$ cat src/rtl/rng_pkg.sv
`default_nettype none
// ============================================================================
// Module   : rng_pkg
// Purpose  : Shared types and default constants for the RNG byte collector.
//            Holds the collector FSM state type and the default values for
//            the FIFO depth and the repetition-count limit.
// Revision : 1.0 - initial release
// ============================================================================
package rng_pkg;

    localparam int c_fifo_depth = 4;   // byte entries buffered
    localparam int c_rep_limit  = 16;  // identical-bit run that trips health

    typedef enum logic [0:0] {
        ST_COLLECT = 1'b0,
        ST_FAIL    = 1'b1
    } rng_state_t;

endpackage : rng_pkg
`default_nettype wire

$ cat src/rtl/rng_fifo.sv
`default_nettype none
// ============================================================================
// Module   : rng_fifo
// Purpose  : Synchronous FIFO with registered storage. The head entry is read
//            straight from the storage array, so rd_data only changes on a
//            clock edge. A push into a full FIFO is accepted when a pop
//            happens in the same cycle.
// Ports    : clk, rst_n (async, active-high)
//            push, push_data   - write request and data
//            pop               - read request (ignored when empty)
//            rd_data           - head entry
//            count, full, empty- occupancy status
// Revision : 1.0 - initial release
// ============================================================================
module rng_fifo
    import rng_pkg::*;
#(
    parameter int DEPTH = c_fifo_depth,
    parameter int WIDTH = 8
) (
    input  logic                     clk,
    input  logic                     rst_n,
    input  logic                     push,
    input  logic [WIDTH-1:0]         push_data,
    input  logic                     pop,
    output logic [WIDTH-1:0]         rd_data,
    output logic [$clog2(DEPTH):0]   count,
    output logic                     full,
    output logic                     empty
);

    localparam int AW = $clog2(DEPTH);
    localparam logic [AW:0]   c_full_count = DEPTH[AW:0];
    localparam logic [AW:0]   c_cnt_one    = 1;
    localparam logic [AW-1:0] c_ptr_one    = 1;

    logic [WIDTH-1:0] r_mem [DEPTH];
    logic [AW-1:0]    r_wr_ptr;
    logic [AW-1:0]    r_rd_ptr;
    logic [AW:0]      r_count;
    logic             w_pop;
    logic             w_push;

    assign full    = (r_count == c_full_count);
    assign empty   = (r_count == '0);
    assign count   = r_count;
    assign rd_data = r_mem[r_rd_ptr];

    // When full, the slot being pushed is the one being popped, so both can
    // proceed together.
    assign w_pop  = pop && !empty;
    assign w_push = push && (!full || w_pop);

    always_ff @(posedge clk or posedge rst_n) begin
        if (rst_n) begin
            r_wr_ptr <= '0;
            r_rd_ptr <= '0;
            r_count  <= '0;
            for (int i = 0; i < DEPTH; i++) begin
                r_mem[i] <= '0;
            end
        end else begin
            if (w_push) begin
                r_mem[r_wr_ptr] <= push_data;
                r_wr_ptr        <= r_wr_ptr + c_ptr_one;
            end
            if (w_pop) begin
                r_rd_ptr <= r_rd_ptr + c_ptr_one;
            end
            case ({w_push, w_pop})
                2'b10:   r_count <= r_count + c_cnt_one;
                2'b01:   r_count <= r_count - c_cnt_one;
                default: r_count <= r_count;
            endcase
        end
    end

endmodule : rng_fifo
`default_nettype wire

$ cat src/rtl/rng_byte_collector.sv
`default_nettype none
// ============================================================================
// Module   : rng_byte_collector
// Purpose  : Packs a serial random bitstream LSB-first into bytes and buffers
//            them in a FIFO for a ready/valid consumer. An optional
//            repetition-count health test stops collection when too many
//            identical bits arrive in a row.
// Config   : RNG_HEALTH_TEST_EN - when defined, builds the repetition-count
//            test and the FAIL state; otherwise health_fail is tied low and
//            clear_fail only clears overflow.
// Ports    : clk, rst_n (async, active-high)
//            bit_in, bit_valid - serial bit input
//            clear_fail        - clears sticky flags and leaves FAIL
//            byte_data, byte_valid, byte_ready - byte output handshake
//            fifo_count        - occupied FIFO entries
//            overflow          - sticky, a completed byte was dropped
//            health_fail       - sticky, the repetition test tripped
// Revision : 1.0 - initial release
// ============================================================================
module rng_byte_collector
    import rng_pkg::*;
#(
    parameter int FIFO_DEPTH = c_fifo_depth,
    parameter int REP_LIMIT  = c_rep_limit
) (
    input  logic                          clk,
    input  logic                          rst_n,
    input  logic                          bit_in,
    input  logic                          bit_valid,
    input  logic                          clear_fail,
    output logic [7:0]                    byte_data,
    output logic                          byte_valid,
    input  logic                          byte_ready,
    output logic [$clog2(FIFO_DEPTH):0]   fifo_count,
    output logic                          overflow,
    output logic                          health_fail
);

    if ((FIFO_DEPTH < 2) || ((FIFO_DEPTH & (FIFO_DEPTH - 1)) != 0)) begin : g_bad_fifo_depth
        $error("FIFO_DEPTH must be a power of two, at least 2");
    end
    if (REP_LIMIT < 2) begin : g_bad_rep_limit
        $error("REP_LIMIT must be at least 2");
    end

    logic [7:0] r_shift;
    logic [2:0] r_bit_cnt;
    logic       r_overflow;
    logic [7:0] w_byte;
    logic       w_collecting;
    logic       w_trip;
    logic       w_accept;
    logic       w_complete;
    logic       w_push;
    logic       w_pop;
    logic       w_full;
    logic       w_empty;

    // A coinciding clear_fail takes priority over the offered bit.
    assign w_accept   = bit_valid && w_collecting && !clear_fail;
    // Shift right with the new bit entering at the MSB: after eight shifts
    // the first bit sits in bit 0.
    assign w_byte     = {bit_in, r_shift[7:1]};
    assign w_complete = w_accept && (r_bit_cnt == 3'd7);
    assign w_push     = w_complete && !w_trip;
    assign w_pop      = byte_valid && byte_ready;
    assign byte_valid = !w_empty;
    assign overflow   = r_overflow;

    // Bit counter wraps to 0 after the eighth bit whether or not the byte
    // found room in the FIFO.
    always_ff @(posedge clk or posedge rst_n) begin
        if (rst_n) begin
            r_shift   <= '0;
            r_bit_cnt <= '0;
        end else if (w_trip) begin
            r_shift   <= '0;
            r_bit_cnt <= '0;
        end else if (w_accept) begin
            r_shift   <= w_byte;
            r_bit_cnt <= r_bit_cnt + 3'd1;
        end
    end

    always_ff @(posedge clk or posedge rst_n) begin
        if (rst_n) begin
            r_overflow <= 1'b0;
        end else if (clear_fail) begin
            r_overflow <= 1'b0;
        end else if (w_push && w_full && !w_pop) begin
            r_overflow <= 1'b1;
        end
    end

`ifdef RNG_HEALTH_TEST_EN
    localparam int RW = $clog2(REP_LIMIT + 1);
    localparam logic [RW-1:0] c_rep_max = REP_LIMIT[RW-1:0];
    localparam logic [RW-1:0] c_rep_one = 1;

    rng_state_t    r_state;
    rng_state_t    w_state_next;
    logic [RW-1:0] r_rep_cnt;
    logic [RW-1:0] w_rep_next;
    logic          r_last_bit;
    logic          r_health_fail;

    // rep_cnt of 0 marks "no bit seen since reset/clear", so the next bit
    // always starts a fresh run.
    assign w_rep_next   = ((r_rep_cnt == '0) || (bit_in != r_last_bit)) ?
                          c_rep_one : (r_rep_cnt + c_rep_one);
    assign w_trip       = w_accept && (w_rep_next == c_rep_max);
    assign w_collecting = (r_state == ST_COLLECT);
    assign health_fail  = r_health_fail;

    always_ff @(posedge clk or posedge rst_n) begin
        if (rst_n) begin
            r_state <= ST_COLLECT;
        end else begin
            r_state <= w_state_next;
        end
    end

    always_comb begin
        w_state_next = r_state;
        case (r_state)
            ST_COLLECT: if (w_trip)     w_state_next = ST_FAIL;
            ST_FAIL:    if (clear_fail) w_state_next = ST_COLLECT;
            default:                    w_state_next = ST_COLLECT;
        endcase
    end

    always_ff @(posedge clk or posedge rst_n) begin
        if (rst_n) begin
            r_rep_cnt     <= '0;
            r_last_bit    <= 1'b0;
            r_health_fail <= 1'b0;
        end else if (clear_fail) begin
            r_rep_cnt     <= '0;
            r_health_fail <= 1'b0;
        end else if (w_accept) begin
            r_rep_cnt  <= w_rep_next;
            r_last_bit <= bit_in;
            if (w_trip) begin
                r_health_fail <= 1'b1;
            end
        end
    end
`else
    assign w_collecting = 1'b1;
    assign w_trip       = 1'b0;
    assign health_fail  = 1'b0;
`endif

    rng_fifo #(
        .DEPTH (FIFO_DEPTH),
        .WIDTH (8)
    ) u_fifo (
        .clk       (clk),
        .rst_n     (rst_n),
        .push      (w_push),
        .push_data (w_byte),
        .pop       (w_pop),
        .rd_data   (byte_data),
        .count     (fifo_count),
        .full      (w_full),
        .empty     (w_empty)
    );

endmodule : rng_byte_collector
`default_nettype wire

$ cat config.mk
export PLATFORM = sky130hd
export DESIGN_NAME = rng_byte_collector
export DESIGN_NICKNAME = d
export VERILOG_FILES = /design/src/rtl/rng_pkg.sv /design/src/rtl/rng_fifo.sv /design/src/rtl/rng_byte_collector.sv
export SDC_FILE = /design/constraint.sdc
export NUM_CORES = 1
export LEC_CHECK = 0
export CORE_ASPECT_RATIO = 1.1
export CORE_MARGIN = 1
export CORE_UTILIZATION = 50
export CTS_CLUSTER_SIZE = 30
export DETAILED_ROUTE_END_ITERATION = 8
export PLACE_DENSITY = 0.71
export SETUP_SLACK_MARGIN = 0.2
export SYNTH_ARGS = -nofsm -noshare
export SYNTH_HDL_FRONTEND = slang
export SYNTH_SLANG_ARGS = --single-unit
$ cat constraint.sdc
create_clock -name clk -period 6.4 [get_ports clk]
set_input_delay 0.64 -clock clk [delete_from_list [all_inputs] [get_ports clk]]
set_output_delay 0.64 -clock clk [all_outputs]
set_load 0.01 [all_outputs]
==> flow_metrics.py, run 1 <==
metrics = {
    "run_status": {
        "run_status": "complete, no violations",
    },
    "synthesis": {
        "syn_inst": 144,
        "synth_warnings": 0,
        "yosys-top-cells-area": "dfrtp_1 (54%), mux2_2 (20%), mux4_2 (7.8%)",
        "yosysTopAreaCell": "dfrtp_1",
        "ys_ff_latch": 50,
        "syn-cell-area_um2": 2298,
        "syn_nets": 158,
        "yosysSeqAreaShare": 0.5444,
        "synth_cell_types": 24,
        "synth.avg_cell_area_um2": 15.96,
        "synth_top_cell_area_share": 0.5444,
    },
    "global_routing": {
        "grt_pass1_vias": 1259,
        "grt_max_degree": 51,
        "grt_pass1_wl_um": 6161,
        "track_usage": 0.1756,
        "antenna_found_initial": 0,
        "grt.overflow.total": 0,
    },
    "layout": {
        "area_growth_pct": 13.72,
        "drive_gt1_frac": 0.3742,
        "final_common_cell": "dfrtp_1",
        "diodes": 0,
        "fillers": 339,
        "final_cell_mix": "dfrtp_1 (50), mux2_2 (40), clkdlybuf4s50_1 (18)",
        "nets": 176,
        "design_area_um2": 2614,
    },
    "floorplan": {
        "core_area_um2": 4348,
        "die_h_um": 73.11,
        "ios": 20,
        "die-area_um2": 4872,
        "std_cell_rows": 25,
        "initial_core_util": 0.5286,
        "die_width_um": 66.65,
    },
    "placement": {
        "port_buffers": 18,
        "hpwl_um": 2490,
        "place_congestion": 0.7113,
        "placed_area_um2": 2507,
    },
    "setup_path": {
        "r2r_start": "u_fifo.count[0]$_DFFE_PP0P_",
        "cp-startpoint": "byte_ready",
        "crit_chain": "clkdlybuf4s50_1 -> or4b_1 -> nand3_2 -> ha_1 -> inv_1 -> fa_1 -> xor2_1 -> nor2_1 -> xor2_1",
        "end_kind": "flip-flop",
        "slowest_delay_ns": 0.72,
        "cp_slowest_cell": "or4b_1",
        "cp.arrival_ns": 3.01,
        "cp_common_cell": "xor2_1",
        "cp.required_ns": 6.62,
        "path_max_fanout": 6,
        "cp-start-kind": "primary input",
        "crit_type": "primary input to flip-flop",
    },
    "clock_tree": {
        "clock-sinks": 50,
        "cts-root-buf": "clkbuf_8",
        "ctsResizeCount": 0,
        "htreeDepth": 2,
        "clk_path_buf_depth": 2,
        "clk_pin_slew_ns": 0.08,
        "clock_latency_ns": 0.29,
        "cts_hold_buf": 0,
        "numCtsBuffers": 5,
        "cts_setup_buffers": 0,
        "tritoncts": "yes",
    },
    "detailed_routing": {
        "viasPerCell": 5.488,
        "drtAntennaViolNets": 0,
        "wl_per_cell_um": 16.81,
        "drcViolationCount": 0,
        "num_vias": 1191,
        "totalWireLength_um": 3647,
        "first_iter_violations": 46,
        "first_pass_iters": 4,
    },
    "sta": {
        "fin_setup_tns_ns": 0,
        "hold_viol_final": 0,
        "finalSetupViolations": 0,
        "relSlewSlack": 0.3330,
        "fmax_ghz": 0.3579,
        "period_share": 0.4365,
        "final.setup_skew_ns": 0.005841,
        "slew_violations": 0,
        "min_period_ns": 2.794,
        "grt_setup_unrepaired": "false",
        "worst-slew-pin-transition_ns": 0.9961,
    },
    "hold_path": {
        "hold_path_class": "flip-flop to flip-flop",
        "min_from": "r_bit_cnt[0]$_DFFE_PP0P_",
    },
    "run": {
        "maxCapViolations": 0,
    },
    "pwr": {
        "power_density_nw_per_um2": 407.6,
        "p_leak_nw": 1.195,
        "ir_worst_vdd_mv": 0.2274,
    },
}
-- routing by layer --
metal  vias up  GRT usage  routed length [um]
li1        548          -                   -
met3         7    0.03281                  96
met5         -          0                   0
met2        20     0.2997                1934
met4         0    0.07092                  67
met1       616     0.2183                1548
-- Yosys cell counts --
cell type	instances
dfrtp_1	50
mux2_2	40
mux4_2	8
ha_1	7
inv_1	7
nand4_4	4
xor2_1	4
buf_2	3
xnor2_1	3
clkbuf_1	2
mux2_1	2
nand2_1	2
buf_4	1
buf_6	1
conb_1	1
fa_1	1
mux2i_1	1
nand3_2	1
nor2_1	1
nor2b_1	1
o22ai_1	1
o31a_1	1
or3_1	1
or4b_1	1
-- through the flow --
stage / utilization / setup WS [ns] / total power [mW] / hold WS (ns) / std cells
floorplan: - / 3.970 / 0.7399 / 0.4480 / 144
global placement: 0.5767 / 3.342 / 0.8439 / 0.4633 / 209
detailed placement: 0.5767 / 3.267 / 0.8692 / 0.4777 / 209
CTS: 0.6012 / 3.579 / 1.083 / 0.4932 / 217
global route: 0.6012 / 3.457 / 1.134 / 0.5057 / 217
finish: 0.6012 / 3.606 / 1.065 / 0.4880 / 217
-- critical path: cells and delay by family --
family | cells | cell delay [ns]
simple gates | 3 | 1.04
xor+xnor | 2 | 0.29
buf+inv | 2 | 0.48
fa+ha+maj | 2 | 0.57
-- power by group --
part / switching [mW] / total (mW) / leakage, nW / internal [mW]
logic: 0.122 / 0.332 / 0.489 / 0.210
registers: 0.104 / 0.519 / 0.653 / 0.415
clock network: 0.0978 / 0.215 / 0.0524 / 0.117
total: 0.324 / 1.07 / 1.19 / 0.742
-- registers in the layout, summed over array words and instances, names as in the netlist --
name	cells
u_fifo.r_mem	32
r_bit_cnt	3
u_fifo.r_wr_ptr	2
overflow	1
r_shift	7
u_fifo.r_rd_ptr	2
u_fifo.count	3
-- worst paths after layout --
| check | cells past startpoint | slack, ns | endpoint |
|---|---|---|---|
| setup / recovery | 9 | 3.61 | u_fifo.count[2]$_DFFE_PP0P_ |
| hold / removal | 1 | 0.49 | r_bit_cnt[0]$_DFFE_PP0P_ |
| setup reg to reg | 8 | 3.88 | u_fifo.count[2]$_DFFE_PP0P_ |
| hold reg to reg | 1 | 0.49 | r_bit_cnt[0]$_DFFE_PP0P_ |
| max in group asynchronous | 2 | 4.89 | u_fifo.r_mem[5]$_DFFE_PP0P_ |
| min in group asynchronous | 2 | 0.89 | u_fifo.r_mem[27]$_DFFE_PP0P_ |
-- cell families (layout without fill, tap and decap cells) --
group / after synthesis / after routing / synth area share
mux: 51 / 51 / 0.2885
flops: 50 / 50 / 0.5444
buf+inv: 14 / 33 / 0.02940
fa+ha+maj: 8 / 8 / 0.04681
other cells: 1 / 1 / 0.001632
xor+xnor: 7 / 7 / 0.02667
simple gates: 11 / 11 / 0.05607
compound gates: 2 / 2 / 0.006535
-- final cells by class --
cell class	instances	area, um^2	share of cell area
Multi-Input combinational cell	80	982.2	0.3758
Clock buffer	7	76.32	0.02920
Inverter	7	26.28	0.01005
Sequential cell	50	1251	0.4787
Tap cell	54	67.56	0.02585
Timing Repair Buffer	18	180.2	0.06893
Clock inverter	1	30.03	0.01149
Note: power is estimated with default switching activity, not from simulation.
==> inputs of run 2 (changes only) <==
- clock period: 6.4 -> 2.6 ns (I/O delays scaled with it)
==> flow_metrics.py, run 2 (synthesized netlist as in run 1, its figures left out) <==
metrics = {
    "global_routing": {
        "grt_max_degree": 24,
        "grt.overflow.total": 0,
        "antenna_found_initial": 0,
        "grt_pass1_vias": 1328,
        "grt_pass1_wl_um": 6651,
        "track_usage": 0.1901,
    },
    "setup_path": {
        "slowest_delay_ns": 0.51,
        "cp-start-kind": "flip-flop",
        "end_kind": "output port",
        "cp.required_ns": 2.34,
        "worstPathBufferInverterCount": 2,
        "cp_slowest_cell": "mux4_2",
        "crit_type": "flip-flop to output port",
        "cpLargestDelayFamily": "buffers and inverters",
        "path_max_fanout": 6,
        "cp.arrival_ns": 2.02,
        "crit_chain": "buf_4 -> mux4_2 -> clkdlybuf4s50_1",
    },
    "placement": {
        "port_buffers": 18,
        "dp_cells": 214,
        "hpwl_um": 2699,
        "place_congestion": 0.7266,
        "post-place-ws_ns": 0.1062,
    },
    "sta": {
        "worst-slew-pin-transition_ns": 0.5405,
        "finalSetupViolations": 0,
        "hold_ws_ns": 0.2205,
        "min_period_ns": 2.282,
        "slew_violations": 0,
        "setup_slack_ns": 0.3175,
        "final.setup_skew_ns": 0.003993,
        "fin_setup_tns_ns": 0,
        "fmax_ghz": 0.4381,
        "period_share": 0.8779,
        "grt_setup_unrepaired": "false",
        "relSlewSlack": 0.6397,
        "hold_viol_final": 0,
    },
    "detailed_routing": {
        "num_vias": 1223,
        "drcViolationCount": 0,
        "totalWireLength_um": 3908,
        "viasPerCell": 5.509,
        "wl_per_cell_um": 17.60,
        "drtAntennaViolNets": 0,
        "first_iter_violations": 41,
        "first_pass_iters": 3,
    },
    "run": {
        "maxCapViolations": 0,
    },
    "layout": {
        "diodes": 0,
        "final_common_cell": "dfrtp_1",
        "drive_gt1_frac": 0.4107,
        "top_register": "u_fifo.r_mem",
        "final_cell_mix": "dfrtp_1 (49), mux2_2 (40), clkdlybuf4s50_1 (18)",
        "fin_cells": 222,
        "nets": 181,
        "fillers": 330,
        "area_growth_pct": 15.68,
        "largestRegisters": "u_fifo.r_mem (32), r_shift (7)",
        "largest_reg_flops": 32,
    },
    "floorplan": {
        "die_width_um": 66.65,
        "ios": 20,
        "die-area_um2": 4872,
        "die_h_um": 73.11,
        "core_area_um2": 4348,
        "std_cell_rows": 25,
        "initial_core_util": 0.5286,
    },
    "clock_tree": {
        "clock_latency_ns": 0.29,
        "cts_setup_buffers": 0,
        "clock-sinks": 50,
        "clk_pin_slew_ns": 0.08,
        "cts-root-buf": "clkbuf_8",
        "cts_hold_buf": 0,
        "tritoncts": "yes",
        "clk_path_buf_depth": 2,
        "numCtsBuffers": 5,
        "htreeDepth": 2,
    },
    "pwr": {
        "ir_worst_vdd_mv": 0.6636,
        "power_density_nw_per_um2": 1002,
        "p_leak_nw": 1.217,
        "finalPower_mw": 2.663,
    },
    "hold_path": {
        "hold_path_class": "primary input to asynchronous set/reset pin",
    },
    "run_status": {
        "run_status": "complete, no violations",
    },
}
==> run 2: metal layers <==
layer	wire length [um]	vias up	global-route usage
met2	2039	16	0.3176
met5	0	-	0
met1	1730	644	0.2466
li1	-	559	-
met4	40	0	0.04965
met3	97	4	0.04688
==> run 2: path summary, 6_finish.rpt <==
check,slack (ns),start,endpoint,cells after the start
max in group asynchronous,1.79,rst_n,u_fifo.r_mem[27]$_DFFE_PP0P_,3
worst max-delay path,0.32,u_fifo.r_rd_ptr[1]$_DFFE_PP0P_,byte_data[5],3
worst min register to register,0.49,r_bit_cnt[0]$_DFFE_PP0P_,r_bit_cnt[0]$_DFFE_PP0P_,1
min in group clk,0.49,r_bit_cnt[0]$_DFFE_PP0P_,r_bit_cnt[0]$_DFFE_PP0P_,1
worst min-delay path,0.22,rst_n,overflow$_DFFE_PP0P_,2
worst max register to register,0.34,u_fifo.count[0]$_DFFE_PP0P_,u_fifo.count[2]$_DFFE_PP0P_,8
==> run 2: timing repair <==
item	in CTS	in global routing
resized for setup	0	3
endpoints found under the hold margin	0	0
endpoints found under the setup margin	0	1
==> run 2: final cells by class <==
cell class                      count  area (um^2)  share of cell area
Clock buffer                        7        76.32             0.02871
Clock inverter                      1        30.03             0.01129
Multi-Input combinational cell     80        988.4              0.3718
Inverter                            7        26.28            0.009882
Tap cell                           54        67.56             0.02541
Timing Repair Buffer               23        217.7             0.08188
Sequential cell                    50         1252              0.4711
==> run 2: power breakdown <==
part / total (mW) / switching, mW / internal [mW] / leakage [nW]
registers: 1.26 / 0.235 / 1.02 / 0.652
clock network: 0.529 / 0.241 / 0.288 / 0.0524
logic: 0.876 / 0.338 / 0.538 / 0.513
total: 2.66 / 0.814 / 1.85 / 1.22
==> run 2: worst reg2reg max path: stages (launching register included) <==
cell and delay, ns:
dfrtp_2 0.45, or4b_4 0.56, nand3_2 0.12, ha_1 0.20
inv_1 0.06, fa_1 0.37, xor2_1 0.15, nor2_1 0.11
xor2_1 0.17
==> run 2: stage by stage <==
| stage | utilization | area, um^2 |
|---|---|---|
| 6_report | 0.6115 | 2659 |
| 5_1_grt | 0.6115 | 2659 |
| 4_1_cts | 0.6098 | 2651 |
| 3_5_place_dp | 0.5853 | 2545 |
| 3_3_place_gp | 0.5853 | 2545 |
| 2_1_floorplan | - | 2298 |
==> inputs of run 3 (changes only) <==
- ABC_AREA: default -> 1
- PLACE_DENSITY: 0.71 -> 0.7
- TNS_END_PERCENT: default -> 50
==> flow_metrics.py, run 3 <==
metrics = {
    "run_status": {
        "run_status": "complete, no violations",
    },
    "synthesis": {
        "synth_cell_types": 27,
        "syn_inst": 285,
        "synthTopCellsByCount": "nand2_1 (93), dfrtp_1 (50), nand4_1 (32)",
        "yosysSeqAreaShare": 0.4914,
        "synthArstFlopShare": 1.000,
        "synth.avg_cell_area_um2": 8.934,
        "yosysMostFrequentCell": "nand2_1",
        "synth_top_cell_area_share": 0.4914,
        "ys_ff_latch": 50,
        "yosys-top-cells-area": "dfrtp_1 (49%), nand2_1 (14%), nand4_1 (7.9%)",
        "synth_warnings": 0,
        "syn-cell-area_um2": 2546,
        "yosysTopAreaCell": "dfrtp_1",
        "synth_edf_count": 0,
        "postSynth.topFlopCell": "dfrtp_1",
        "syn_nets": 299,
    },
    "clock_tree": {
        "clock_latency_ns": 0.30,
        "cts-root-buf": "clkbuf_8",
        "htreeDepth": 2,
        "numCtsBuffers": 5,
        "tritoncts": "yes",
        "clk_pin_slew_ns": 0.09,
        "ctsResizeCount": 0,
        "clk_path_buf_depth": 2,
        "clock-sinks": 50,
        "cts_hold_buf": 0,
        "cts_setup_buffers": 0,
    },
    "pwr": {
        "power_frac_comb": 0.418,
        "p_clk_frac": 0.172,
        "p_switching_mw": 1.035,
        "swShare": 0.3869,
        "ir_worst_vdd_mv": 0.5706,
        "power_density_nw_per_um2": 970.7,
        "seqPwrFrac": 0.410,
        "p_leak_nw": 1.417,
        "p_int_mw": 1.640,
        "finalPower_mw": 2.674,
    },
    "detailed_routing": {
        "first_pass_iters": 4,
        "first_iter_violations": 171,
        "num_vias": 1956,
        "viasPerCell": 5.525,
        "drtAntennaViolNets": 0,
        "drcViolationCount": 0,
        "totalWireLength_um": 5186,
        "wl_per_cell_um": 14.65,
    },
    "sta": {
        "relSlewSlack": 0.6263,
        "finalSetupViolations": 0,
        "grt_setup_unrepaired": "false",
        "worst-slew-pin-transition_ns": 0.5598,
        "setup_slack_ns": 0.2959,
        "hold_viol_final": 0,
        "slew_violations": 0,
        "fin_setup_tns_ns": 0,
        "min_period_ns": 2.304,
        "final.setup_skew_ns": 0.004606,
        "fmax_ghz": 0.4340,
        "period_share": 0.8862,
    },
    "placement": {
        "hpwl_um": 3562,
        "post-place-ws_ns": 0.2648,
        "placed_area_um2": 2664,
        "port_buffers": 18,
        "place_congestion": 0.7549,
    },
    "layout": {
        "design_area_um2": 2755,
        "largest_reg_flops": 32,
        "drive_gt1_frac": 0.06376,
        "fillers": 464,
        "final_common_cell": "nand2_1",
        "final_cell_mix": "nand2_1 (93), dfrtp_1 (50), nand4_1 (32)",
        "top_register": "u_fifo.r_mem",
        "diodes": 0,
        "area_growth_pct": 8.206,
        "nets": 311,
        "largestRegisters": "u_fifo.r_mem (32), r_shift (7)",
    },
    "global_routing": {
        "grt_max_degree": 40,
        "antenna_found_initial": 0,
        "grt.overflow.total": 0,
        "track_usage": 0.2149,
        "grt_pass1_vias": 1890,
        "grt_pass1_wl_um": 9183,
    },
    "setup_path": {
        "cp.arrival_ns": 2.04,
        "path_max_fanout": 18,
        "end_kind": "output port",
        "cp.required_ns": 2.34,
        "crit_type": "flip-flop to output port",
        "cp-start-kind": "flip-flop",
    },
    "floorplan": {
        "die_width_um": 70.04,
        "ios": 20,
        "initial_core_util": 0.5324,
        "die_h_um": 76.85,
        "std_cell_rows": 26,
        "core_area_um2": 4782,
        "die-area_um2": 5382,
    },
    "run": {
        "maxCapViolations": 0,
    },
    "hold_path": {
        "hold_path_class": "primary input to asynchronous set/reset pin",
    },
}
[run 3: worst paths after layout]
kind	from	end	slack, ns	cells past startpoint
max in group asynchronous	rst_n	u_fifo.r_mem[12]$_DFFE_PP0P_	1.74	3
setup / recovery	u_fifo.r_rd_ptr[0]$_DFFE_PP0P_	byte_data[5]	0.30	4
setup reg to reg	r_bit_cnt[0]$_DFFE_PP0P_	u_fifo.count[2]$_DFFE_PP0P_	0.46	11
min in group clk	u_fifo.r_mem[15]$_DFFE_PP0P_	u_fifo.r_mem[15]$_DFFE_PP0P_	0.47	2
hold reg to reg	u_fifo.r_mem[15]$_DFFE_PP0P_	u_fifo.r_mem[15]$_DFFE_PP0P_	0.47	2
hold / removal	rst_n	u_fifo.r_mem[7]$_DFFE_PP0P_	0.33	2
[run 3: logic make-up after synthesis]
logic type	after synthesis	share of synthesized area
xor gates and xnor gates	4	0.01376
other	1	0.001473
AOI/OAI and AO/OA	28	0.05897
adders and majority gates	8	0.04226
and+or+nand+nor	162	0.2988
buffers and inverters	32	0.09336
DFF	50	0.4914
[run 3: critical path, cell delays in order (launching register included)]
cell and delay, ns:
dfrtp_1 0.52, inv_2 0.31, o21ai_0 0.14, o22ai_1 0.20, clkdlybuf4s50_1 0.58
[run 3: power groups by stage]
stage / combinational [mW] / sequential [mW] / clock, mW
2_1_floorplan: 0.748 / 1.07 / 0
3_3_place_gp: 1.11 / 1.11 / 0
3_5_place_dp: 1.13 / 1.11 / 0
4_1_cts: 1.13 / 1.09 / 0.479
5_1_grt: 1.27 / 1.12 / 0.508
6_report: 1.12 / 1.10 / 0.460
[run 3: routing by layer]
metal  part of all wire  wire (um)  up-vias  global-route usage
met3              0.045        235        4             0.03942
met4             0.0079         41        0             0.05000
li1                   -          -      972                   -
met1               0.45       2358      936              0.2953
met2               0.49       2550       44              0.3529
met5                  0          0        -                   0
[run 3: cell type report]
cell class | count | area [um^2] | share of cell area
clock buffers | 7 | 86.33 | 0.03134
multi-input cells | 203 | 1057 | 0.3837
well taps | 56 | 70.07 | 0.02543
inverters | 14 | 55.05 | 0.01998
clock inverters | 1 | 5.005 | 0.001817
flip-flops and latches | 50 | 1251 | 0.4541
repair buffers | 23 | 230.2 | 0.08356
[run 3: stage by stage]
stage                     hold slack, ns  cells    util
after floorplan                   0.4152    285       -
after global placement            0.4495    346  0.5570
after detailed placement          0.4534    346  0.5570
after CTS                         0.3317    354  0.5761
after global routing              0.3682    354  0.5761
final                             0.3265    354  0.5761
